## src/rtl/mips_cpu_loadstore_unit_if.sv

```systemverilog
// mips_cpu_loadstore_unit_if
// Bundles the CPU request/response handshake and the memory data port of the
// load/store unit.
//   req_*   : CPU request (valid/ready, write, size, signed, address, data)
//   resp_*  : response to CPU (valid/ready, readdata, error)
//   data_*  : word-aligned memory data port (address, read, write,
//             writedata, readdata)
// Modports:
//   slave  : the load/store unit
//   master : its environment (CPU execute stage plus the data memory)
interface mips_cpu_loadstore_unit_if;
    logic        req_valid;
    logic        req_ready;
    logic        req_write;
    logic [1:0]  req_size;
    logic        req_signed;
    logic [31:0] req_address;
    logic [31:0] req_writedata;

    logic        resp_valid;
    logic        resp_ready;
    logic [31:0] resp_readdata;
    logic        resp_error;

    logic [31:0] data_address;
    logic        data_read;
    logic        data_write;
    logic [31:0] data_writedata;
    logic [31:0] data_readdata;

    modport slave (
        input  req_valid, req_write, req_size, req_signed, req_address, req_writedata,
        input  resp_ready, data_readdata,
        output req_ready, resp_valid, resp_readdata, resp_error,
        output data_address, data_read, data_write, data_writedata
    );

    modport master (
        output req_valid, req_write, req_size, req_signed, req_address, req_writedata,
        output resp_ready, data_readdata,
        input  req_ready, resp_valid, resp_readdata, resp_error,
        input  data_address, data_read, data_write, data_writedata
    );
endinterface

```

## src/rtl/mips_cpu_loadstore_unit.sv

```systemverilog
// mips_cpu_loadstore_unit
// Converts byte/halfword/word load and store requests from the execute stage
// into word-aligned accesses on a memory data port without byte enables.
// Loads are lane-extracted and sign/zero-extended; sub-word stores are done
// as read-modify-write. Byte order is big-endian.
// Ports:
//   clk     : clock, all state on rising edge
//   reset_n : asynchronous active-low reset
//   bus     : mips_cpu_loadstore_unit_if.slave (request, response, data port)
// Parameter:
//   CHECK_ALIGN : 1 = misaligned half/word requests return an error without
//                 touching memory; 0 = offending low address bits are ignored
//
// state | meaning
// IDLE  | ready for a request; request fields captured on accept
// READ  | memory read strobe; word captured (load result or RMW source)
// WRITE | memory write strobe; full word or merged sub-word lane
// RESP  | response held until resp_ready
module mips_cpu_loadstore_unit #(
    parameter bit CHECK_ALIGN = 1'b1
) (
    input  logic clk,
    input  logic reset_n,
    mips_cpu_loadstore_unit_if.slave bus
);

    typedef enum logic [1:0] {
        IDLE  = 2'd0,
        READ  = 2'd1,
        WRITE = 2'd2,
        RESP  = 2'd3
    } state_t;

    state_t      state;
    state_t      state_next;

    logic        r_write;
    logic [1:0]  r_size;
    logic        r_signed;
    logic [31:0] r_address;
    logic [31:0] r_writedata;
    logic [31:0] r_word;
    logic [31:0] r_readdata;
    logic        r_error;

    logic        req_error;
    logic [7:0]  load_byte;
    logic [15:0] load_half;
    logic [31:0] load_value;
    logic [31:0] merged_word;
    logic [31:0] aligned_address;

    logic        req_ready;
    logic        resp_valid;
    logic [31:0] resp_readdata;
    logic        resp_error;
    logic [31:0] data_address;
    logic        data_read;
    logic        data_write;
    logic [31:0] data_writedata;

    assign aligned_address = {r_address[31:2], 2'b00};

    always_comb begin
        req_error = (bus.req_size == 2'b11);
        if (CHECK_ALIGN) begin
            if (bus.req_size == 2'b01 && bus.req_address[0])
                req_error = 1'b1;
            if (bus.req_size == 2'b10 && bus.req_address[1:0] != 2'b00)
                req_error = 1'b1;
        end
    end

    // Lane extraction from the live memory word during READ.
    always_comb begin
        load_byte = 8'h00;
        case (r_address[1:0])
            2'd0:    load_byte = bus.data_readdata[31:24];
            2'd1:    load_byte = bus.data_readdata[23:16];
            2'd2:    load_byte = bus.data_readdata[15:8];
            default: load_byte = bus.data_readdata[7:0];
        endcase
        load_half = r_address[1] ? bus.data_readdata[15:0] : bus.data_readdata[31:16];
        case (r_size)
            2'b00:   load_value = {{24{r_signed & load_byte[7]}}, load_byte};
            2'b01:   load_value = {{16{r_signed & load_half[15]}}, load_half};
            default: load_value = bus.data_readdata;
        endcase
    end

    // Store word: full word for SW, otherwise the captured word with one lane replaced.
    always_comb begin
        merged_word = r_word;
        case (r_size)
            2'b00: begin
                case (r_address[1:0])
                    2'd0:    merged_word[31:24] = r_writedata[7:0];
                    2'd1:    merged_word[23:16] = r_writedata[7:0];
                    2'd2:    merged_word[15:8]  = r_writedata[7:0];
                    default: merged_word[7:0]   = r_writedata[7:0];
                endcase
            end
            2'b01: begin
                if (r_address[1])
                    merged_word[15:0] = r_writedata[15:0];
                else
                    merged_word[31:16] = r_writedata[15:0];
            end
            default: merged_word = r_writedata;
        endcase
    end

    always_ff @(posedge clk or negedge reset_n) begin
        if (!reset_n)
            state <= IDLE;
        else
            state <= state_next;
    end

    always_comb begin
        state_next     = state;
        req_ready      = 1'b0;
        resp_valid     = 1'b0;
        resp_readdata  = 32'h0;
        resp_error     = 1'b0;
        data_address   = 32'h0;
        data_read      = 1'b0;
        data_write     = 1'b0;
        data_writedata = 32'h0;
        case (state)
            IDLE: begin
                req_ready = 1'b1;
                if (bus.req_valid) begin
                    if (req_error)
                        state_next = RESP;
                    else if (bus.req_write && bus.req_size == 2'b10)
                        state_next = WRITE;
                    else
                        state_next = READ;
                end
            end
            READ: begin
                data_read    = 1'b1;
                data_address = aligned_address;
                state_next   = r_write ? WRITE : RESP;
            end
            WRITE: begin
                data_write     = 1'b1;
                data_address   = aligned_address;
                data_writedata = merged_word;
                state_next     = RESP;
            end
            RESP: begin
                resp_valid    = 1'b1;
                resp_readdata = r_readdata;
                resp_error    = r_error;
                if (bus.resp_ready)
                    state_next = IDLE;
            end
            default: state_next = IDLE;
        endcase
    end

    always_ff @(posedge clk or negedge reset_n) begin
        if (!reset_n) begin
            r_write     <= 1'b0;
            r_size      <= 2'b00;
            r_signed    <= 1'b0;
            r_address   <= 32'h0;
            r_writedata <= 32'h0;
            r_word      <= 32'h0;
            r_readdata  <= 32'h0;
            r_error     <= 1'b0;
        end else begin
            case (state)
                IDLE: begin
                    if (bus.req_valid) begin
                        r_write     <= bus.req_write;
                        r_size      <= bus.req_size;
                        r_signed    <= bus.req_signed;
                        r_address   <= bus.req_address;
                        r_writedata <= bus.req_writedata;
                        r_word      <= 32'h0;
                        r_readdata  <= 32'h0;
                        r_error     <= req_error;
                    end
                end
                READ: begin
                    r_word <= bus.data_readdata;
                    if (!r_write)
                        r_readdata <= load_value;
                end
                default: ;
            endcase
        end
    end

    assign bus.req_ready      = req_ready;
    assign bus.resp_valid     = resp_valid;
    assign bus.resp_readdata  = resp_readdata;
    assign bus.resp_error     = resp_error;
    assign bus.data_address   = data_address;
    assign bus.data_read      = data_read;
    assign bus.data_write     = data_write;
    assign bus.data_writedata = data_writedata;

endmodule

```

## src/flat_wrapper.sv

```systemverilog
// flat-port wrapper written by rule: the top's interface ports become plain ports
module mips_cpu_loadstore_unit_flat 
#(
    parameter bit CHECK_ALIGN = 1'b1
)
  (clk, reset_n, bus_req_valid, bus_req_write, bus_req_size, bus_req_signed, bus_req_address, bus_req_writedata, bus_resp_ready, bus_data_readdata, bus_req_ready, bus_resp_valid, bus_resp_readdata, bus_resp_error, bus_data_address, bus_data_read, bus_data_write, bus_data_writedata);
  mips_cpu_loadstore_unit_if bus_i ();
  input  logic clk;
  input  logic reset_n;
  input wire logic [$bits(bus_i.req_valid)-1:0] bus_req_valid;
  input wire logic [$bits(bus_i.req_write)-1:0] bus_req_write;
  input wire logic [$bits(bus_i.req_size)-1:0] bus_req_size;
  input wire logic [$bits(bus_i.req_signed)-1:0] bus_req_signed;
  input wire logic [$bits(bus_i.req_address)-1:0] bus_req_address;
  input wire logic [$bits(bus_i.req_writedata)-1:0] bus_req_writedata;
  input wire logic [$bits(bus_i.resp_ready)-1:0] bus_resp_ready;
  input wire logic [$bits(bus_i.data_readdata)-1:0] bus_data_readdata;
  output wire logic [$bits(bus_i.req_ready)-1:0] bus_req_ready;
  output wire logic [$bits(bus_i.resp_valid)-1:0] bus_resp_valid;
  output wire logic [$bits(bus_i.resp_readdata)-1:0] bus_resp_readdata;
  output wire logic [$bits(bus_i.resp_error)-1:0] bus_resp_error;
  output wire logic [$bits(bus_i.data_address)-1:0] bus_data_address;
  output wire logic [$bits(bus_i.data_read)-1:0] bus_data_read;
  output wire logic [$bits(bus_i.data_write)-1:0] bus_data_write;
  output wire logic [$bits(bus_i.data_writedata)-1:0] bus_data_writedata;
  assign bus_i.req_valid = bus_req_valid;
  assign bus_i.req_write = bus_req_write;
  assign bus_i.req_size = bus_req_size;
  assign bus_i.req_signed = bus_req_signed;
  assign bus_i.req_address = bus_req_address;
  assign bus_i.req_writedata = bus_req_writedata;
  assign bus_i.resp_ready = bus_resp_ready;
  assign bus_i.data_readdata = bus_data_readdata;
  assign bus_req_ready = bus_i.req_ready;
  assign bus_resp_valid = bus_i.resp_valid;
  assign bus_resp_readdata = bus_i.resp_readdata;
  assign bus_resp_error = bus_i.resp_error;
  assign bus_data_address = bus_i.data_address;
  assign bus_data_read = bus_i.data_read;
  assign bus_data_write = bus_i.data_write;
  assign bus_data_writedata = bus_i.data_writedata;
  mips_cpu_loadstore_unit #(.CHECK_ALIGN(CHECK_ALIGN)) u_core (.clk(clk), .reset_n(reset_n), .bus(bus_i));
endmodule
```

## config.mk

```make
export PLATFORM = sky130hd
export DESIGN_NAME = mips_cpu_loadstore_unit_flat
export DESIGN_NICKNAME = d
export VERILOG_FILES = /design/src/rtl/mips_cpu_loadstore_unit_if.sv /design/src/rtl/mips_cpu_loadstore_unit.sv /design/src/flat_wrapper.sv
export SDC_FILE = /design/constraint.sdc
export NUM_CORES = 1
export LEC_CHECK = 0
export BUFFER_PORTS_ARGS = -buffer_cell sky130_fd_sc_hd__buf_2
export CAP_MARGIN = 25
export CORE_UTILIZATION = 30
export CTS_CLUSTER_DIAMETER = 80
export DETAILED_ROUTE_END_ITERATION = 16
export PLACE_DENSITY = 0.59
export SLEW_MARGIN = 10
export SYNTH_ARGS = -nofsm -noshare
export SYNTH_HDL_FRONTEND = slang
export SYNTH_SLANG_ARGS = --single-unit
export TNS_END_PERCENT = 10
```

## constraint.sdc

```tcl
create_clock -name clk -period 3.5 [get_ports clk]
set_clock_uncertainty 0.05 [all_clocks]
set_input_delay 0.35 -clock clk [delete_from_list [all_inputs] [get_ports clk]]
set_output_delay 0.35 -clock clk [all_outputs]
set_load 0.005 [all_outputs]
```

==> Flow_metrics.wiki <==
{| class="wikitable"
! Metric !! Value
|-
| Result of the run || completed
|-
| Post-synth EDFFs || 0
|-
| Maximum clock frequency || 334.0 MHz
|-
| Synth area leaders || sky130_fd_sc_hd__dfrtp_1, sky130_fd_sc_hd__mux2_2, sky130_fd_sc_hd__and2_1, sky130_fd_sc_hd__a22o_1, sky130_fd_sc_hd__a221o_1
|-
| Worst-case reg-to-reg path depth || 6
|-
| Routed wire length || 23020 um
|-
| Power density over the cells || 979.6 nW/um^2
|-
| Reg2reg start || u_core.state[1]
|-
| Antenna violations before repair || 4
|-
| Count of standard-cell rows || 55
|-
| Slew Viols, Final || 0
|-
| Deepest clock path buffer count || 2
|-
| Worst setup margin || 506.3 ps
|-
| Pre-CTS setup slack || 834.5 ps
|-
| Minimum period implied by the final worst setup slack || 2994 ps
|-
| Sw Pwr || 3483 uW
|-
| Gp weighted congestion || 0.8313
|-
| Grt total ovfl || 0
|-
| Sequential Power Share || 32.5%
|-
| Worst min path class || in2reg
|-
| Total of warnings raised by yosys || 0
|-
| Slack of the worst reg-to-reg path || 800 ps
|-
| Nature of the critical path endpoint || output pin
|-
| Worst-case headroom to the max-slew limit || 29.97%
|-
| Clk root buf || sky130_fd_sc_hd__clkbuf_16
|-
| Summed instance area of the synthesized netlist || 7073 um^2
|-
| Pin count of the biggest net entering global routing || 72
|-
| Layout overhead on the synthesized area || 27.08%
|-
| Antenna diode instance count || 0
|-
| Core utilization of the finished layout || 39.34%
|-
| Cell type with the highest aggregate area in the netlist || sky130_fd_sc_hd__dfrtp_1
|-
| Wire length of the first global-routing pass || 35100 um
|-
| Maximum VDD drop || 479.7 uV
|-
| Vias per Instance || 5.150
|-
| Final hold violation count || 0
|-
| Overall via count from detail_route || 5912
|-
| Classification of the worst setup path || reg2out
|-
| Category of the worst setup path launch point || register
|-
| Via count of the first global-routing pass || 5697
|-
| Number of buffers inserted during clock tree synthesis || 17
|-
| Total global routing track utilization || 19.42%
|-
| Max cap viols || 0
|-
| Core box area || 22850 um^2
|-
| Die Wd || 155.5 um
|-
| Instance count of the mapped netlist || 641
|-
| Slew @ Worst Pin || 1047 ps
|-
| Final-report setup violation count || 0
|-
| Total of flip-flops plus latches after synthesis || 135
|-
| Crit Path Max Fanout || 26
|-
| Crit path to || bus_data_writedata[12]
|-
| Critical path data arrival time || 2590 ps
|-
| Full die area || 24190 um^2
|-
| Worst EP required || 3100 ps
|-
| End of the worst register-to-register path || u_core.r_readdata[24]
|-
| Share of synthesized area occupied by flip-flops and latches || 47.76%
|-
| Number of sinks handled by clock tree synthesis || 135
|-
| Area fraction of the dominant cell type after synthesis || 47.76%
|-
| Leakage component of the power || 0.004401 uW
|-
| Number of instances resized during post-cts repair || 0
|-
| Net count, final || 930
|-
| Number of optimization iterations in the first detailed-route pass || 5
|-
| Fraction of final layout cells with drive strength greater than 1 || 40.12%
|-
| Int Power || 5323 uW
|-
| Dominant register cell in the synthesized netlist || sky130_fd_sc_hd__dfrtp_1
|-
| Clk pwr share || 20.6%
|-
| Unrepaired setup endpoints after global routing || false
|-
| Post-CTS repair timing setup buffer count || 0
|-
| Residual DRC count || 0
|-
| Effective utilization at floorplan || 30.96%
|-
| Post-synth cell types || 45
|-
| Share of synthesized registers carrying an async set or reset || 100.0%
|-
| Clock transition at the registers of the reported paths || 70 ps
|-
| Switching Fraction || 39.55%
|-
| Die Span Y || 155.5 um
|-
| Wirelength per Cell || 20.05 um
|-
| Sum of negative setup slack || 0 ps
|-
| H-Tree Level Count || 4
|-
| Share of the cycle needed by the critical path after routing || 85.53%
|-
| Detailed placement HPWL || 16480 um
|-
| Fraction of power consumed by combinational cells || 46.9%
|-
| Average footprint of a synthesized cell || 11.03 um^2
|-
| Skew-Pair Late Insertion Delay || 420 ps
|-
| Timing startpoint of the critical path || u_core.r_address[1]
|-
| Count of input and output buffers || 202
|-
| CTS tree || built
|-
| Ports || 205
|-
| Violation count after the first detailed-route iteration || 463
|-
| Number of nets with antenna violations after detailed routing || 0
|-
| Hold-fix buffers, CTS || 1
|}
==> cell families (layout without fill, tap and decap cells) <==
group | count (synthesis) | count (layout) | synth area share, %
and+or+nand+nor | 159 | 159 | 12.19
AOI/OAI and AO/OA | 188 | 188 | 21.23
buffers and inverters | 65 | 258 | 3.927
adders and majority gates | 4 | 4 | 0.7076
other | 1 | 2 | 0.05302
DFF | 135 | 135 | 47.76
muxes | 89 | 89 | 14.13
==> layer usage <==
layer,global-route usage [%],share of wire [%]
met1,27.41,47
met2,28.70,43
met3,6.806,9.4
met4,3.595,0.62
met5,0,0.13
==> sequential cells by signal, summed over array words and instances (netlist names) <==
register,cells
u_core.r_write,1
u_core.r_writedata,32
u_core.r_size,2
u_core.r_error,1
u_core.r_signed,1
u_core.r_word,32
u_core.state,2
u_core.r_readdata,32
u_core.r_address,32
==> cell usage in the layout (no fill, tap or decap), types with 2 or more instances in the layout <==
cell	synthesis	layout
sky130_fd_sc_hd__buf_2	12	201
sky130_fd_sc_hd__nor2b_1	8	8
sky130_fd_sc_hd__o31ai_1	9	9
sky130_fd_sc_hd__a221oi_1	9	9
sky130_fd_sc_hd__o21ai_0	32	32
sky130_fd_sc_hd__or3_1	7	7
sky130_fd_sc_hd__mux2i_1	11	10
sky130_fd_sc_hd__ha_1	4	4
sky130_fd_sc_hd__and2b_1	2	2
sky130_fd_sc_hd__nor2_1	19	19
sky130_fd_sc_hd__dfrtp_1	135	135
sky130_fd_sc_hd__mux2_2	77	77
sky130_fd_sc_hd__a22oi_1	17	17
sky130_fd_sc_hd__clkinvlp_4	0	5
sky130_fd_sc_hd__a311oi_1	6	6
sky130_fd_sc_hd__conb_1	1	2
sky130_fd_sc_hd__inv_1	7	7
sky130_fd_sc_hd__a21oi_1	9	9
sky130_fd_sc_hd__o211a_1	16	16
sky130_fd_sc_hd__a221o_1	16	16
sky130_fd_sc_hd__nand2_1	40	39
sky130_fd_sc_hd__inv_6	0	4
sky130_fd_sc_hd__clkbuf_16	0	17
sky130_fd_sc_hd__and2_1	64	64
sky130_fd_sc_hd__a22o_1	42	42
sky130_fd_sc_hd__buf_4	3	15
sky130_fd_sc_hd__bufinv_16	0	2
sky130_fd_sc_hd__a32o_1	8	8
sky130_fd_sc_hd__a21boi_0	16	16
sky130_fd_sc_hd__nand2b_1	12	12
==> worst min path at each step <==
stage | start | end | cells after the start
2_1_floorplan | reset_n | u_core.r_address[0] | 0
5_1_grt | bus_req_address[3] | u_core.r_address[3] | 2
3_3_place_gp | reset_n | u_core.r_address[21] | 1
4_1_cts | bus_req_address[6] | u_core.r_address[6] | 2
6_report | bus_req_address[6] | u_core.r_address[6] | 2
3_5_place_dp | reset_n | u_core.r_address[21] | 1
==> worst max-delay path, cell delays in order (launching register included) <==
cell	delay, ps
sky130_fd_sc_hd__dfrtp_1	880
sky130_fd_sc_hd__nand2b_1	470
sky130_fd_sc_hd__mux2_2	390
sky130_fd_sc_hd__a22oi_1	140
sky130_fd_sc_hd__a21boi_0	130
sky130_fd_sc_hd__buf_2	160
==> cell usage after synthesis (12+ instances only) <==
library cell and instances:
sky130_fd_sc_hd__a221o_1 16, sky130_fd_sc_hd__and2_1 64, sky130_fd_sc_hd__a22oi_1 17, sky130_fd_sc_hd__nand2_1 40, sky130_fd_sc_hd__nor2_1 19, sky130_fd_sc_hd__o211a_1 16
sky130_fd_sc_hd__clkbuf_1 34, sky130_fd_sc_hd__a21boi_0 16, sky130_fd_sc_hd__nand2b_1 12, sky130_fd_sc_hd__a22o_1 42, sky130_fd_sc_hd__o21ai_0 32, sky130_fd_sc_hd__mux2_2 77
sky130_fd_sc_hd__buf_2 12, sky130_fd_sc_hd__dfrtp_1 135
==> layout make-up <==
type	instances	area, um^2
Fill cell	2324	13860
Multi-Input combinational cell	442	3436
Sequential cell	135	3378
Timing Repair Buffer	219	1167
Clock buffer	19	442.9
Tap cell	313	391.6
Clock inverter	13	146.4
Inverter	7	26.28
==> power by group through the flow <==
stage / clock (uW) / sequential, uW / combinational [uW]
2_1_floorplan: 0 / 2590 / 2910
3_3_place_gp: 0 / 2860 / 4060
3_5_place_dp: 0 / 2870 / 4090
4_1_cts: 1860 / 2850 / 4120
5_1_grt: 1920 / 2950 / 4540
6_report: 1820 / 2860 / 4130
==> metrics by stage <==
stage	cell area, um^2	total power, uW	std cells	hold WS (ps)
3_5_place_dp	8354	6958	1113	351.4
6_report	8989	8806	1148	98.91
3_3_place_gp	8354	6921	1113	349.5
4_1_cts	8954	8827	1146	81.62
2_1_floorplan	7077	5494	642	4.409
5_1_grt	8989	9413	1148	77.32
Power figures use the tool's default switching activity.
